File: src/rtl/datapath_pkg.sv
`default_nettype none
// ============================================================================
//  Module      : datapath_pkg
//  Description : Shared widths and instruction field positions for the
//                single-cycle MIPS-style datapath.
//  Revision    : 1.0 - initial release
// ============================================================================
package datapath_pkg;

    localparam int DATA_W   = 32;
    localparam int ADDR_W   = 5;

    // rs / rt field positions within the instruction word
    localparam int RS_MSB   = 25;
    localparam int RS_LSB   = 21;
    localparam int RT_MSB   = 20;
    localparam int RT_LSB   = 16;

    // Hardwired-zero register index
    localparam int ZERO_REG = 0;

endpackage : datapath_pkg
`default_nettype wire

File: src/rtl/register_file.sv
`default_nettype none
// ============================================================================
//  Module      : register_file
//  Description : 32 x 32-bit general-purpose register file with two
//                combinational read ports (rs, rt taken from the instruction
//                word) and one synchronous write port. Register 0 reads zero.
//  Revision    : 1.0 - initial release
// ============================================================================
module register_file
    import datapath_pkg::*;
#(
    parameter int DATA_W_P = DATA_W,
    parameter int ADDR_W_P = ADDR_W
) (
    input  logic                clk,
    input  logic                rst,
    input  logic [31:0]         instruction,
    input  logic [DATA_W_P-1:0] Data_in,
    input  logic                WE,
    input  logic [ADDR_W_P-1:0] AddrIn3,
    output logic [DATA_W_P-1:0] DOut1,
    output logic [DATA_W_P-1:0] DOut2
);

    localparam int                C_NUM_REGS = 2 ** ADDR_W_P;
    localparam logic [ADDR_W_P-1:0] C_ZERO_ADDR = ADDR_W_P'(ZERO_REG);

    logic [DATA_W_P-1:0] r_regs [C_NUM_REGS];

    logic [ADDR_W_P-1:0] w_rs_addr;
    logic [ADDR_W_P-1:0] w_rt_addr;
    logic                w_unused_bits;

    assign w_rs_addr = instruction[RS_MSB:RS_LSB];
    assign w_rt_addr = instruction[RT_MSB:RT_LSB];

    // Opcode, rd/shamt/funct and immediate bits play no part in register reads
    assign w_unused_bits = ^{instruction[31:RS_MSB+1], instruction[RT_LSB-1:0]};

    // Write port: async clear; writes to the zero register are dropped so it
    // keeps its reset value of zero forever.
    always_ff @(posedge clk or posedge rst) begin
        if (rst) begin
            for (int i = 0; i < C_NUM_REGS; i++) begin
                r_regs[i] <= '0;
            end
        end else if (WE && (AddrIn3 != C_ZERO_ADDR)) begin
            r_regs[AddrIn3] <= Data_in;
        end
    end

    // Read ports: plain muxes, no bypass from the write port
    always_comb begin
        DOut1 = r_regs[w_rs_addr];
        DOut2 = r_regs[w_rt_addr];
    end

endmodule : register_file
`default_nettype wire

File: config.mk
export PLATFORM = sky130hd
export DESIGN_NAME = register_file
export DESIGN_NICKNAME = d
export VERILOG_FILES = /design/src/rtl/datapath_pkg.sv /design/src/rtl/register_file.sv
export SDC_FILE = /design/constraint.sdc
export NUM_CORES = 2
export LEC_CHECK = 0
export ABC_AREA = 1
export CAP_MARGIN = 20
export CORE_UTILIZATION = 55
export DETAILED_ROUTE_END_ITERATION = 10
export PLACE_DENSITY = 0.72
export SLEW_MARGIN = 10
export SYNTH_ARGS = -nofsm -noshare
export SYNTH_HDL_FRONTEND = slang
export SYNTH_SLANG_ARGS = --single-unit
export TNS_END_PERCENT = 5
File: constraint.sdc
create_clock -name clk -period 65.9 [get_ports clk]
set_input_delay 13.18 -clock clk [delete_from_list [all_inputs] [get_ports clk]]
set_output_delay 13.18 -clock clk [all_outputs]
set_load 0.05 [all_outputs]
Yosys cells after proc, flatten, opt, wreduce, memory -nomap -nowiden --
Index checks and enable logic that the tools add are counted.
Word-level totals: input port bits 72, logic and storage cells 51, bits in registers 1024, output and inout bits 64
Operators by class: bitwise operators 3, multiplexer cells 9, order comparisons 4, reductions and logical operators 3
Operators with widths (count):
- $bwmux W1024 | 1
- $bmux W32 S5 | 2
- $demux W32 S5 | 1
- $mux W32 | 5
- $ge A6 B6 Y1 const B | 3
- $not A5 Y6 | 3
- $lt A6 B1 Y1 const B | 1
- $reduce_bool A5 Y1 | 1
- $logic_and A1 B1 Y1 | 2

Longest topological paths before layout --
word-level depth 6, depth in mapped cells 12, gate-level depth less buffers 9

Worst setup path before layout --
Ideal clock, no wire load.
path kind input-to-output, start in instruction[16], end out DOut2[16], path buffers 3, stages on the path 12, required time 52.720 ns, slack 38.027 ns, arrival 14.693 ns, path through buf_2 -> inv_2 -> clkbuf_1 -> clkbuf_1 -> nand2_1 -> nand3_1 -> nand3_1 -> nand2_1 -> nand2_1 -> nand2_1 -> nand2_1 -> nand2_1
Between the ends: word-level cells in the longest chain between the ends 4
Ends and longest elaborated chain:
- start, declared | line register_file.sv:17 | input logic [31:0] instruction,
- $not A5 Y6 (not written as such) | line register_file.sv:55 | DOut2 = r_regs[w_rt_addr];
- $bmux W32 S5 | line register_file.sv:55
- $mux W32 (not written as such) (2 in a row) | line register_file.sv:55
- end, declared | line register_file.sv:22 | output logic [DATA_W_P-1:0] DOut2
No other way between the ends. The select of a mux whose other input is x is not followed.

Worst setup path after layout --
start in instruction[21], end out DOut1[18]
Between the ends: word-level cells in the longest chain between the ends 4
Ends and longest elaborated chain:
- $not A5 Y6 (not written as such) | line register_file.sv:54 | DOut1 = r_regs[w_rs_addr];
- $bmux W32 S5 | line register_file.sv:54
- $mux W32 (not written as such) (2 in a row) | line register_file.sv:54
- end, declared | line register_file.sv:21 | output logic [DATA_W_P-1:0] DOut1,
No other way between the ends. The select of a mux whose other input is x is not followed.

==> impl_metrics.env <==
export IMPL_yosysMostFrequentCell="nand2_1"
export IMPL_p_int_mw=1.26
export IMPL_grt_pass1_wl_um=308000
export IMPL_status="complete, no violations"
export IMPL_fin_crit_ns=31.25
export IMPL_place_gp_congestion=0.814
export IMPL_yosysSeqAreaShare_pct=45.5
export IMPL_fin_nets=7888
export IMPL_syn_instance_count=8272
export IMPL_async_flop_share_pct=100
export IMPL_final_max_slew_viol_count=0
export IMPL_worst_slack_ns=34.65
export IMPL_synth_area_per_cell_um2=6.82
export IMPL_drc=0
export IMPL_via_count=56720
export IMPL_synth_top_area_share_pct=45.5
export IMPL_hpwl_um=94300
export IMPL_postPlaceCellArea_um2=56900
export IMPL_worstSetupStartpointType="primary input"
export IMPL_top_register="r_regs"
export IMPL_syn_nets=8344
export IMPL_via_per_inst=6.12
export IMPL_clk_pin_slew_ns=0.06
export IMPL_dpl_worst_slack_ns=34.81
export IMPL_cts_tree="built"
export IMPL_dp_cells=9065
export IMPL_clock_latency_ns=0.71
export IMPL_drt_iter0_drc=8307
export IMPL_setup_violations=0
export IMPL_fin_area_um2=60600
export IMPL_initial_core_util_pct=55.4
export IMPL_p_seq_share_pct=45.1
export IMPL_cts_buffers=113
export IMPL_cts_root_buf="clkbuf_16"
export IMPL_overflow=0
export IMPL_largest_register_ffs=1024
export IMPL_rsz0062_at_grt="false"
export IMPL_grt_pass1_vias=52538
export IMPL_io_pins=136
export IMPL_postRouteAntennaNets=0
export IMPL_leakagePower_nw=29.0
export IMPL_die_y_um=322
export IMPL_swShare_pct=32.4
export IMPL_crit_path_max_fanout=91
export IMPL_grt_usage_pct=38.4
export IMPL_ys_ff_latch=1024
export IMPL_ir_worst_vdd_mv=0.0202
export IMPL_required_ns=52.72
export IMPL_top_regs="r_regs (1024)"
export IMPL_switchingPower_mw=0.603
export IMPL_cts_setup_buffers=0
export IMPL_htreeDepth=3
export IMPL_die_area_um2=104000
export IMPL_worstSetupPathType="primary input to output port"
export IMPL_fmax_ghz=0.0320
export IMPL_holdWs_ns=0.398
export IMPL_worstSetupEndpointType="output port"
export IMPL_hp_class="register to register"
export IMPL_core_area_um2=102000
export IMPL_synth_ff_type="dfrtp_1"
export IMPL_regToRegSetupSlack_ns=65.12
export IMPL_maxSlewHeadroom_pct=12.4
export IMPL_arrival_ns=18.07
export IMPL_cts_hold_buf=0
export IMPL_yosys_warnings=0
export IMPL_worst_pin_slew_ns=1.31
export IMPL_drt_pass1_iter_count=6
export IMPL_antenna_found_initial=2
export IMPL_drive_gt1_share_pct=3.85
export IMPL_syn_cell_area_um2=56400
export IMPL_die_x_um=322
export IMPL_clkPwrFrac_pct=34.7
export IMPL_hold_viol=0
export IMPL_diodes=0
export IMPL_wl_per_cell_um=21.7
export IMPL_comb_power_share_pct=20.2
export IMPL_fin_cells=9270
export IMPL_rows=117
export IMPL_power_density_nw_per_um2=30.7
export IMPL_fin_setup_tns_ns=0
export IMPL_drv_cap=0
export IMPL_synth_edf_count=0
export IMPL_cts_resized=0
export IMPL_synth_area_leader_cell="dfrtp_1"
export IMPL_finalClockSkew_ns=0
export IMPL_yosysUniqueCellTypes=19
export IMPL_yosys_top_cells_area="dfrtp_1 (45%), nand2_1 (25%), nand3_1 (14%)"
export IMPL_cts_sinks=1024
export IMPL_ys_top_cells_by_count="nand2_1 (3717), nand3_1 (1537), dfrtp_1 (1024)"
export IMPL_finalCritPeriodShare_pct=47.4
export IMPL_clk_path_buf_depth=3
export IMPL_grt_start_max_net_pins=217
export IMPL_wirelength_um=201000
export IMPL_syn_to_final_growth_pct=7.58
export IMPL_place_port_buffers=113
power by group through the flow:
stage | Combinational, mW | Clock, mW | Sequential, mW
after floorplan | 0.285 | 0 | 0.828
after global placement | 0.361 | 0 | 0.841
after CTS | 0.373 | 0.648 | 0.836
after global routing | 0.427 | 0.672 | 0.855
after detailed placement | 0.371 | 0 | 0.846
final | 0.377 | 0.646 | 0.841
worst paths after layout:
kind                                    startpoint                       to  depth (start not counted)
setup / recovery                   instruction[21]                DOut1[18]                         13
hold reg to reg            r_regs[995]$_DFFE_PP0P_  r_regs[995]$_DFFE_PP0P_                          0
min in group asynchronous                      rst  r_regs[931]$_DFFE_PP0P_                          2
setup reg to reg           r_regs[636]$_DFFE_PP0P_  r_regs[636]$_DFFE_PP0P_                          2
max in group asynchronous                      rst  r_regs[539]$_DFFE_PP0P_                          5
hold / removal             r_regs[995]$_DFFE_PP0P_  r_regs[995]$_DFFE_PP0P_                          0
per-stage QoR:
| step | utilization, % | total power, mW |
|---|---|---|
| floorplan | - | 1.11 |
| global placement | 55.9 | 1.20 |
| detailed placement | 55.9 | 1.22 |
| CTS | 59.6 | 1.86 |
| global route | 59.6 | 1.95 |
| finish | 59.6 | 1.86 |
area by class of cell:
cell class	count	area [um^2]
clock inverter	26	297
fill	9544	41100
timing repair buffer	179	1680
inverter	55	259
clock buffer	175	3440
sequential	1024	25600
tap	1368	1710
multi-input combinational	6443	27600
worst max-delay path, stage by stage:
cell and delay [ns]:
buf_8 0.54, buf_4 0.93, buf_4 0.79, buf_4 0.75, nand2_1 0.12, nand3_1 0.11
nand3_1 0.10, nand2_1 0.10, nand2_1 0.05, nand2_1 0.11, nand2_1 0.07, nand2_1 0.23
clkdlybuf4s50_1 0.85
routing by layer:
layer	GRT usage, %	vias to the layer above	part of all wire, %
li1	-	25867	-
met1	51.0	26651	39
met2	60.9	3510	44
met3	6.27	690	11
met4	19.5	2	5.4
met5	0	-	0.0035
cells in the final DEF (no fill, tap or decap), types with 36 or more instances in the layout:
| cell type | Yosys | final |
|---|---|---|
| nand2_1 | 3717 | 3712 |
| nand3_1 | 1537 | 1537 |
| dfrtp_1 | 1024 | 1024 |
| o21ai_0 | 805 | 805 |
| nor2_1 | 160 | 160 |
| a21oi_1 | 160 | 160 |
| clkbuf_16 | 0 | 117 |
| clkdlybuf4s50_1 | 0 | 103 |
| buf_4 | 3 | 61 |
| inv_1 | 43 | 36 |
logic make-up (layout without fill, tap and decap cells):
family	Yosys count	in the layout	share of synthesized area (%)
AO/OA/AOI/OAI	992	992	8.81
flip-flops	1024	1024	45.5
AND/OR/NAND/NOR	5451	5451	40.0
buffers and inverters	805	435	5.76
Power figures use the tool's default switching activity.
